### config.mk
export PLATFORM = sky130hd
export DESIGN_NAME = control_fb_writer
export DESIGN_NICKNAME = d
export VERILOG_FILES = /design/src/rtl/control_fb_writer_pkg.sv /design/src/rtl/sync_fifo_small.sv /design/src/rtl/control_fb_writer.sv
export SDC_FILE = /design/constraint.sdc
export NUM_CORES = 1
export LEC_CHECK = 0
export CAP_MARGIN = 20
export CORE_MARGIN = 4
export CORE_UTILIZATION = 50
export CTS_CLUSTER_SIZE = 8
export DETAILED_ROUTE_END_ITERATION = 6
export PLACE_DENSITY_LB_ADDON = 0.05
export SLEW_MARGIN = 20
export SYNTH_ARGS = -nofsm -noshare
export SYNTH_HDL_FRONTEND = slang
export SYNTH_SLANG_ARGS = --single-unit
### constraint.sdc
create_clock -name clk -period 4.8 [get_ports clk]
set_clock_uncertainty 0.15 [all_clocks]
set_input_delay 0.48 -clock clk [delete_from_list [all_inputs] [get_ports clk]]
set_output_delay 0.48 -clock clk [all_outputs]
set_load 0.01 [all_outputs]
### src/rtl/control_fb_writer_pkg.sv
// Shared packages for the framebuffer writer: frame geometry, width helpers,
// and writer types. The double-buffer option is selected by FB_DOUBLE_BUFFER_EN.
package params_pkg;
    localparam int unsigned BYTES_PER_PIXEL = 4;
    localparam int unsigned PIXEL_HEIGHT    = 8;
    localparam int unsigned PIXEL_WIDTH     = 8;
endpackage

package calc_pkg;
    function automatic int unsigned clog2_min1(input int unsigned value);
        return (value > 1) ? $clog2(value) : 1;
    endfunction

    function automatic int unsigned num_row_address_bits(input int unsigned height);
        return clog2_min1(height);
    endfunction

    function automatic int unsigned num_column_address_bits(input int unsigned width);
        return clog2_min1(width);
    endfunction

    function automatic int unsigned num_pixelcolorselect_bits(input int unsigned bpp);
        return clog2_min1(bpp);
    endfunction

    // One bank holds height*width*bpp bytes; a second bank doubles the span.
    function automatic int unsigned fb_addr_bits(input int unsigned height,
                                                 input int unsigned width,
                                                 input int unsigned bpp,
                                                 input bit          double_buf);
        return clog2_min1(height * width * bpp * (double_buf ? 2 : 1));
    endfunction
endpackage

package fb_writer_pkg;
`ifdef FB_DOUBLE_BUFFER_EN
    localparam bit FB_DOUBLE_BUF = 1'b1;
`else
    localparam bit FB_DOUBLE_BUF = 1'b0;
`endif

    localparam int unsigned FB_ADDR_W = calc_pkg::fb_addr_bits(params_pkg::PIXEL_HEIGHT,
                                                               params_pkg::PIXEL_WIDTH,
                                                               params_pkg::BYTES_PER_PIXEL,
                                                               FB_DOUBLE_BUF);

    typedef enum logic [1:0] {
        ST_IDLE,
        ST_REQ,
        ST_WRITE
    } fb_state_e;

    typedef struct packed {
        logic [FB_ADDR_W-1:0] addr;
        logic [7:0]           data;
    } fb_write_entry_t;
endpackage

### src/rtl/sync_fifo_small.sv
// Small synchronous FIFO with registered storage and a combinational head.
// Pointers carry one wrap bit so full and empty are distinguishable.
module sync_fifo_small #(
    parameter int unsigned WIDTH = 8,
    parameter int unsigned DEPTH = 4
) (
    input  logic                     clk,
    input  logic                     reset,
    input  logic                     push,
    input  logic                     pop,
    input  logic [WIDTH-1:0]         din,
    output logic [WIDTH-1:0]         head,
    output logic [$clog2(DEPTH):0]   count,
    output logic                     full,
    output logic                     empty
);
    localparam int unsigned PW = $clog2(DEPTH);

    logic [WIDTH-1:0] mem [DEPTH];
    logic [PW:0]      wr_ptr;
    logic [PW:0]      rd_ptr;

    always_ff @(posedge clk or negedge reset) begin
        if (!reset) begin
            wr_ptr <= '0;
            rd_ptr <= '0;
        end else begin
            if (push) wr_ptr <= wr_ptr + 1'b1;
            if (pop)  rd_ptr <= rd_ptr + 1'b1;
        end
    end

    always_ff @(posedge clk) begin
        if (push) mem[wr_ptr[PW-1:0]] <= din;
    end

    assign head  = mem[rd_ptr[PW-1:0]];
    assign count = wr_ptr - rd_ptr;
    assign empty = (wr_ptr == rd_ptr);
    assign full  = (wr_ptr[PW] != rd_ptr[PW]) && (wr_ptr[PW-1:0] == rd_ptr[PW-1:0]);
endmodule

### src/rtl/control_fb_writer.sv
// Buffers upstream byte writes and drains them into the shared framebuffer RAM
// over a req/grant port. FB_DOUBLE_BUFFER_EN adds bank swapping after each row.
module control_fb_writer #(
    parameter int unsigned BYTES_PER_PIXEL = params_pkg::BYTES_PER_PIXEL,
    parameter int unsigned PIXEL_HEIGHT    = params_pkg::PIXEL_HEIGHT,
    parameter int unsigned PIXEL_WIDTH     = params_pkg::PIXEL_WIDTH,
    parameter int unsigned FIFO_DEPTH      = 4
) (
    input  logic clk,
    input  logic reset,
    input  logic [calc_pkg::num_row_address_bits(PIXEL_HEIGHT)-1:0]         row,
    input  logic [calc_pkg::num_column_address_bits(PIXEL_WIDTH)-1:0]       column,
    input  logic [calc_pkg::num_pixelcolorselect_bits(BYTES_PER_PIXEL)-1:0] pixel,
    input  logic [7:0] data_in,
    input  logic       ram_write_enable,
    input  logic       ram_access_start,
    input  logic       done,
    output logic       mem_req,
    input  logic       mem_grant,
    output logic [calc_pkg::fb_addr_bits(PIXEL_HEIGHT, PIXEL_WIDTH, BYTES_PER_PIXEL,
                                         fb_writer_pkg::FB_DOUBLE_BUF)-1:0] mem_addr,
    output logic [7:0] mem_data,
    output logic       mem_we,
    output logic       write_bank,
    output logic       display_bank,
    output logic       frame_swapped,
    output logic       busy,
    output logic       overflow
);
    import fb_writer_pkg::*;

    localparam int unsigned AW = calc_pkg::fb_addr_bits(PIXEL_HEIGHT, PIXEL_WIDTH,
                                                        BYTES_PER_PIXEL, FB_DOUBLE_BUF);
    localparam int unsigned FRAME_BYTES = PIXEL_HEIGHT * PIXEL_WIDTH * BYTES_PER_PIXEL;
    localparam int unsigned CW = $clog2(FIFO_DEPTH) + 1;

    fb_state_e       state, state_next;
    logic            prev_as;
    logic            write_event;
    logic            fifo_push, fifo_pop, fifo_full, fifo_empty;
    logic [CW-1:0]   fifo_count;
    logic [AW-1:0]   enq_addr;
    fb_write_entry_t enq_entry, head_entry;
    logic            swap_pending;
    logic            swap_fire;

    always_ff @(posedge clk or negedge reset) begin
        if (!reset) prev_as <= 1'b0;
        else        prev_as <= ram_access_start;
    end

    assign write_event = (ram_access_start != prev_as) && ram_write_enable;
    assign fifo_pop    = (state == ST_WRITE);
    // A full queue still accepts when the head leaves in the same cycle.
    assign fifo_push   = write_event && (!fifo_full || fifo_pop);

    always_comb begin
        enq_addr = (AW'(row) * AW'(PIXEL_WIDTH) + AW'(column)) * AW'(BYTES_PER_PIXEL)
                   + AW'(pixel);
`ifdef FB_DOUBLE_BUFFER_EN
        if (write_bank) enq_addr = enq_addr + AW'(FRAME_BYTES);
`endif
        enq_entry.addr = enq_addr;
        enq_entry.data = data_in;
    end

    sync_fifo_small #(
        .WIDTH ($bits(fb_write_entry_t)),
        .DEPTH (FIFO_DEPTH)
    ) u_write_queue (
        .clk   (clk),
        .reset (reset),
        .push  (fifo_push),
        .pop   (fifo_pop),
        .din   (enq_entry),
        .head  (head_entry),
        .count (fifo_count),
        .full  (fifo_full),
        .empty (fifo_empty)
    );

    always_ff @(posedge clk or negedge reset) begin
        if (!reset) state <= ST_IDLE;
        else        state <= state_next;
    end

    always_comb begin
        state_next = state;
        mem_req    = 1'b0;
        mem_we     = 1'b0;
        mem_addr   = '0;
        mem_data   = '0;
        case (state)
            ST_IDLE: begin
                if (!fifo_empty) state_next = ST_REQ;
            end
            ST_REQ: begin
                mem_req  = 1'b1;
                mem_addr = head_entry.addr;
                mem_data = head_entry.data;
                if (mem_grant) state_next = ST_WRITE;
            end
            ST_WRITE: begin
                mem_req  = 1'b1;
                mem_we   = 1'b1;
                mem_addr = head_entry.addr;
                mem_data = head_entry.data;
                state_next = ((fifo_count > CW'(1)) || fifo_push) ? ST_REQ : ST_IDLE;
            end
            default: state_next = ST_IDLE;
        endcase
    end

    // Swap only once every write of the committed row has reached the RAM.
    assign swap_fire = swap_pending && fifo_empty && (state == ST_IDLE) && !fifo_push;

    always_ff @(posedge clk or negedge reset) begin
        if (!reset) begin
            swap_pending  <= 1'b0;
            frame_swapped <= 1'b0;
            overflow      <= 1'b0;
        end else begin
            frame_swapped <= swap_fire;
            if (done)           swap_pending <= 1'b1;
            else if (swap_fire) swap_pending <= 1'b0;
            if (write_event && fifo_full && !fifo_pop) overflow <= 1'b1;
        end
    end

`ifdef FB_DOUBLE_BUFFER_EN
    always_ff @(posedge clk or negedge reset) begin
        if (!reset)         write_bank <= 1'b0;
        else if (swap_fire) write_bank <= ~write_bank;
    end
    assign display_bank = ~write_bank;
`else
    assign write_bank   = 1'b0;
    assign display_bank = 1'b0;
`endif

    assign busy = !fifo_empty || (state != ST_IDLE) || swap_pending;
endmodule

After elaboration in Yosys (flattened, before gate mapping)
Memory sizes are Yosys's and may differ from the RTL's.
Index checks and enable logic that the tools add are counted.
{"block": "word_totals", "input_bits": 22, "ff_bits": 12, "wordCells": 55, "memories": 1, "ram_bits": 64, "output_inout_bits": 23}
{"block": "classes", "n_eq_ne": 8, "add_sub_neg": 5, "magnitude_cmp": 1, "muxes": 12, "n_reduce_logical": 21}
{"memory": "u_write_queue.mem", "depth": 4, "width": 16, "rd": 1, "rd_ports_with_merged_regs": 0, "write_ports": 1, "line_no": "sync_fifo_small.sv:19", "source": "logic [WIDTH-1:0] mem [DEPTH];"}
{"operator": "two-way mux 8 bit", "count": 2}
{"operator": "adder 8 x 2 -> 8 bit", "count": 1}
{"operator": "logical AND 1 bit", "count": 8}
{"operator": "two-way mux 1 bit", "count": 7}
{"operator": "adder 3 x 1 -> 3 bit, second input constant", "count": 2}
{"operator": "adder 6 x 3 -> 6 bit", "count": 1}
{"operator": "case mux 2 bit (3 select lines)", "count": 1}
{"operator": "zero test 1 bit", "count": 4}
{"operator": "logical OR 1 bit", "count": 4}
{"operator": "two-way mux 2 bit", "count": 2}
{"operator": "!= test 2 bit, second input constant", "count": 2}
{"operator": "nonzero test 2 bit", "count": 2}
{"operator": "equality test 3 bit", "count": 1}
{"operator": "greater-than comparator 3 x 1 -> 1 bit, second input constant", "count": 1}
{"operator": "subtractor 3 bit", "count": 1}
{"operator": "equality test 2 x 1 -> 1 bit, second input constant", "count": 1}
{"operator": "equality test 2 bit", "count": 1}
{"operator": "equality test 2 bit, second input constant", "count": 1}
{"operator": "zero test 2 bit", "count": 1}
{"operator": "!= test 1 bit", "count": 2}
{"operator": "AND reduction 2 bit", "count": 1}
{"operator": "OR reduction 2 bit", "count": 1}

Logic depth before layout (Yosys ltp)
{"block": "logic_depth", "depth_word": 9, "mapped_depth": 8, "mapped_depth_nobuf": 6}

Cells and area by module
Synthesis repeated with hierarchy kept, for this count alone.
{"block": "unflattened", "cells_unflattened": 173, "area_unflattened_um2": 3190.6}
{"module": "sync_fifo_small", "area_per_inst_um2": 2738.9, "instances": 1, "seq_area_each_um2": 2072.0, "cells_each": 121}
{"module": "control_fb_writer", "area_per_inst_um2": 451.7, "instances": 1, "seq_area_each_um2": 150.1, "cells_each": 52}

Worst setup path before layout
Ideal clock, no wire load.
{"block": "synth_path", "path_type": "flip-flop to flip-flop", "from": "register u_write_queue.rd_ptr[1]", "to": "memory u_write_queue.mem[0][0] in the netlist's numbering (enable)", "path_stages_with_launch": 8, "t_arrival_ns": 2.119, "period_less_slack_ns": 2.643, "slack_ns": 2.157, "required_time_ns": 4.276, "n_path_buf": 2, "setup_ns": 0.374, "cell_sequence": "dfrtp_1 -> buf_2 -> buf_1 -> inv_1 -> ha_1 -> nand2_1 -> o311a_4 -> and2_1"}
{"block": "synth_via", "elab_chain_len": 7}
{"item": "start, declared", "line_no": "sync_fifo_small.sv:21", "source": "logic [PW:0] rd_ptr;"}
{"item": "start signal, assigned", "line_no": "sync_fifo_small.sv:29", "source": "if (pop) rd_ptr <= rd_ptr + 1'b1;"}
{"item": "equality test 2 bit", "line_no": "sync_fifo_small.sv:40", "source": "assign full = (wr_ptr[PW] != rd_ptr[PW]) && (wr_ptr[PW-1:0] == rd_ptr[PW-1:0]);"}
{"item": "logical AND 1 bit", "line_no": "sync_fifo_small.sv:40"}
{"item": "zero test 1 bit", "line_no": "control_fb_writer.sv:55", "source": "assign fifo_push = write_event && (!fifo_full || fifo_pop);"}
{"item": "logical OR 1 bit", "line_no": "control_fb_writer.sv:55"}
{"item": "logical AND 1 bit", "line_no": "control_fb_writer.sv:55"}
{"item": "two-way mux 1 bit", "line_no": "sync_fifo_small.sv:34", "source": "if (push) mem[wr_ptr[PW-1:0]] <= din;"}
{"item": "two-way mux 1 bit (implied by the code)", "line_no": "sync_fifo_small.sv:34"}
{"item": "end, declared", "line_no": "sync_fifo_small.sv:19"}
Every way passes these cells.

Worst setup path after layout
{"block": "layout_path", "from": "register u_write_queue.rd_ptr[1]", "to": "output port busy"}
{"block": "layout_via", "elab_chain_len": 4}
{"item": "equality test 3 bit", "line_no": "sync_fifo_small.sv:39", "source": "assign empty = (wr_ptr == rd_ptr);"}
{"item": "zero test 1 bit", "line_no": "control_fb_writer.sv:141", "source": "assign busy = !fifo_empty || (state != ST_IDLE) || swap_pending;"}
{"item": "logical OR 1 bit (2 in series)", "line_no": "control_fb_writer.sv:141"}
{"item": "end, declared", "line_no": "control_fb_writer.sv:27", "source": "output logic busy,"}
Every way passes these cells.

==> key figures <==
Status
  – Outcome: finished clean

Synth
  – Flops & latches, synth: 76
  – Number of synthesized flops with an enable pin: 64
  – Synthesized area per cell: approximately 19 sq um
  – Top FF cell, synth: edfxtp_1
  – Post-synth cell types: 30
  – Share of async-settable or async-resettable flops after synthesis: 15.79%
  – Area fraction in compound gates after synthesis: 2.826%
  – Synthesized-area fraction occupied by xor and xnor cells: 2.198%
  – Syn. warnings: 0
  – Proportion of synthesized area in mux cells: 11.66%
  – Share of synthesized cell area in and, or, nand and nor gates: 6.083%
  – Gate count after technology mapping: 170
  – Main combinational cell family by area after synthesis: multiplexers
  – Adder-cell share of the synthesized area: 5.338%
  – Cell area after technology mapping: 3188 sq um
  – Sequential fraction of the synthesis area: 69.70%

Floorplanning
  – Height of the die: 87.85 um
  – Starting utilization of the core area: around 53%
  – Die extent in x: slightly below 90 um
  – Die area: 7718 sq um
  – Placeable Area: about 6000 sq um
  – Row count: 28
  – I/O pin count: 45

STA
  – Fin worst setup slack: 1.531 ns
  – Number of endpoints failing setup at the final stage: 0
  – Final Hold Violating Endpoints: 0
  – Final period demand of the worst path: 3.269 ns
  – Crit share post-route: 68.10%
  – Setup TNS: 0 ns
  – Max Slew Vio Count: 0
  – Headroom to the max-slew limit: 42.71%
  – Achievable clock frequency: roughly 300 MHz
  – Unrepaired setup endpoints after global routing: no
  – Slew of the pin with the lowest slew margin: 0.8593 ns

GRT
  – Initial antenna violation count: 0
  – Largest net degree at the start of global routing: 20
  – Total GRT Usage: 15.78%
  – Vias in the first global route: 1733
  – Wire length of the first global-routing pass: 8.645 mm
  – Overflow after GRT: 0

Drt
  – Routed Wire Length: 5.322 mm
  – Via count: 1585
  – Remaining antenna violation count: 0
  – Detailed Route Iter0 Violations: ~80
  – Iteration count of the initial detailed-routing pass: 4
  – Average vias per placed instance: 5.355
  – Average detailed-routed wire length per instance: 17.98 um
  – DRC errors left: 0

Setup path
  – Start-to-end type of the worst setup path: reg2out
  – Kind of end point of the critical path: primary output
  – Arrival time reported for the critical path endpoint: 2.64 ns
  – Crit path required time: ~4.2 ns
  – Highest net fanout along the worst path: 19
  – CP Launch Type: flop

Finish
  – Share of layout cells above drive strength 1: ~18%
  – Diode count: 0
  – Final core area utilization: 63.85%
  – # nets final: 251
  – Sequential cell area in the final layout: 2223 sq um
  – P&R area growth vs syn: 21.39%
  – Most common library cell in the layout ignoring fill and taps: edfxtp_1
  – Final Non-Filler Cells: 296
  – Multi-input combinational cell area: 903.4 sq um
  – Filler cell count: 441
  – Commonest cells after routing, fill and taps aside: edfxtp_1, clkdlybuf4s50_1, and2_1

Job
  – Number of max-capacitance violations reported: 0

Place
  – Final Wtd Congestion: around 0.75
  – Number of port buffers: 42
  – Worst setup slack before clock tree synthesis: 1.748 ns
  – Total half-perimeter wirelength after legalization and detailed placement: 3.502 mm
  – Number of instances in the placed design: 280

Clock tree
  – Clock slew seen by the registers of the worst setup and hold paths: 0.08 ns
  – Hold Buf Count CTS: 0
  – Later-pin clock latency in the skew report: 0.34 ns
  – H-tree levels: 3
  – # clock sinks: 76
  – Buffers inserted by post-CTS timing repair: 0
  – TritonCTS clock tree: built
  – Master cell of the clock root buffer: clkbuf_8
  – Post-cts resize count: 0
  – Worst-case clock buffer depth: 2
  – Num CTS Buffers: 9

Power
  – Power density of the placed cells: ~600 nW/um^2
  – Worst-case vdd ir drop: 0.0003684 V
  – Post-route total power: 2.325 mW
  – Leakage Power: roughly 1.3 nW

Worst hold path
  – Hold WC Path Type: reg2reg
## stage by stage
step                      instance area, sq um  hold WS [ns]
final                                     3870        0.3379
after global routing                      3870        0.3737
after CTS                                 3870        0.3389
after detailed placement                  3664        0.3276
after global placement                    3662        0.3041
after floorplan                           3192       0.03441
## metal layers
metal  track usage (%)  routed length, um
met3             4.610                290
met2             24.73               2697
met4             8.229                126
met1             20.01               2208
met5                 0                  0
## registers in the layout, summed over array words and instances, names as in the netlist
register              cells
u_write_queue.wr_ptr      3
frame_swapped             1
u_write_queue.rd_ptr      3
swap_pending              1
overflow                  1
u_write_queue.mem        64
prev_as                   1
state                     2
## critical path: stages, from the launching register on
cell	delay, ns
dfrtp_1	0.90
inv_1	0.13
ha_1	0.34
nand3_1	0.12
or3_1	0.32
clkdlybuf4s50_1	0.49
## final timing paths
| kind | startpoint | to | slack (ns) | cells past startpoint |
|---|---|---|---|---|
| setup reg to reg | u_write_queue.rd_ptr[1] | u_write_queue.mem[0][11] | 1.81 | 5 |
| max in group asynchronous | reset | u_write_queue.rd_ptr[0] | 3.74 | 1 |
| hold reg to reg | overflow | overflow | 0.34 | 1 |
| hold / removal | overflow | overflow | 0.34 | 1 |
| min in group asynchronous | reset | u_write_queue.rd_ptr[2] | 0.35 | 1 |
| setup / recovery | u_write_queue.rd_ptr[1] | busy | 1.53 | 5 |
## layout make-up
class,count,share of cell area (%)
flip-flops and latches,76,57.45
multi-input cells,81,23.34
repair buffers,42,10.86
clock buffers,9,3.201
well taps,75,2.425
clock inverters,7,2.134
inverters,6,0.5820
## Yosys cell counts, types with 2 or more instances
library cell	instances	area [sq um]
buf_2	2	10.01
xnor2_1	4	35.03
edfxtp_1	64	1922
ha_1	12	150.1
buf_4	3	22.52
and2_1	19	118.9
mux4_2	16	360.4
nand2_1	5	18.77
dfrtp_1	12	300.3
nand3_1	2	10.01
o21ai_0	2	10.01
clkbuf_1	2	7.510
xor2_1	4	35.03
inv_1	6	22.52
nor3b_1	2	15.01
## where the power goes
group	total, mW	internal (mW)	switching, mW
Clock	0.493	0.248	0.246
Sequential	0.953	0.831	0.121
Combinational	0.879	0.499	0.380
## cells by family after synthesis
kind of cell / count (synthesis)
multiplexers: 17
adder cells (fa/ha/maj): 13
buffers and inverters: 14
AO/OA/AOI/OAI: 8
XOR/XNOR: 8
other: 1
AND/OR/NAND/NOR: 33
flip-flops: 76
Note: power is estimated with default switching activity, not from simulation.
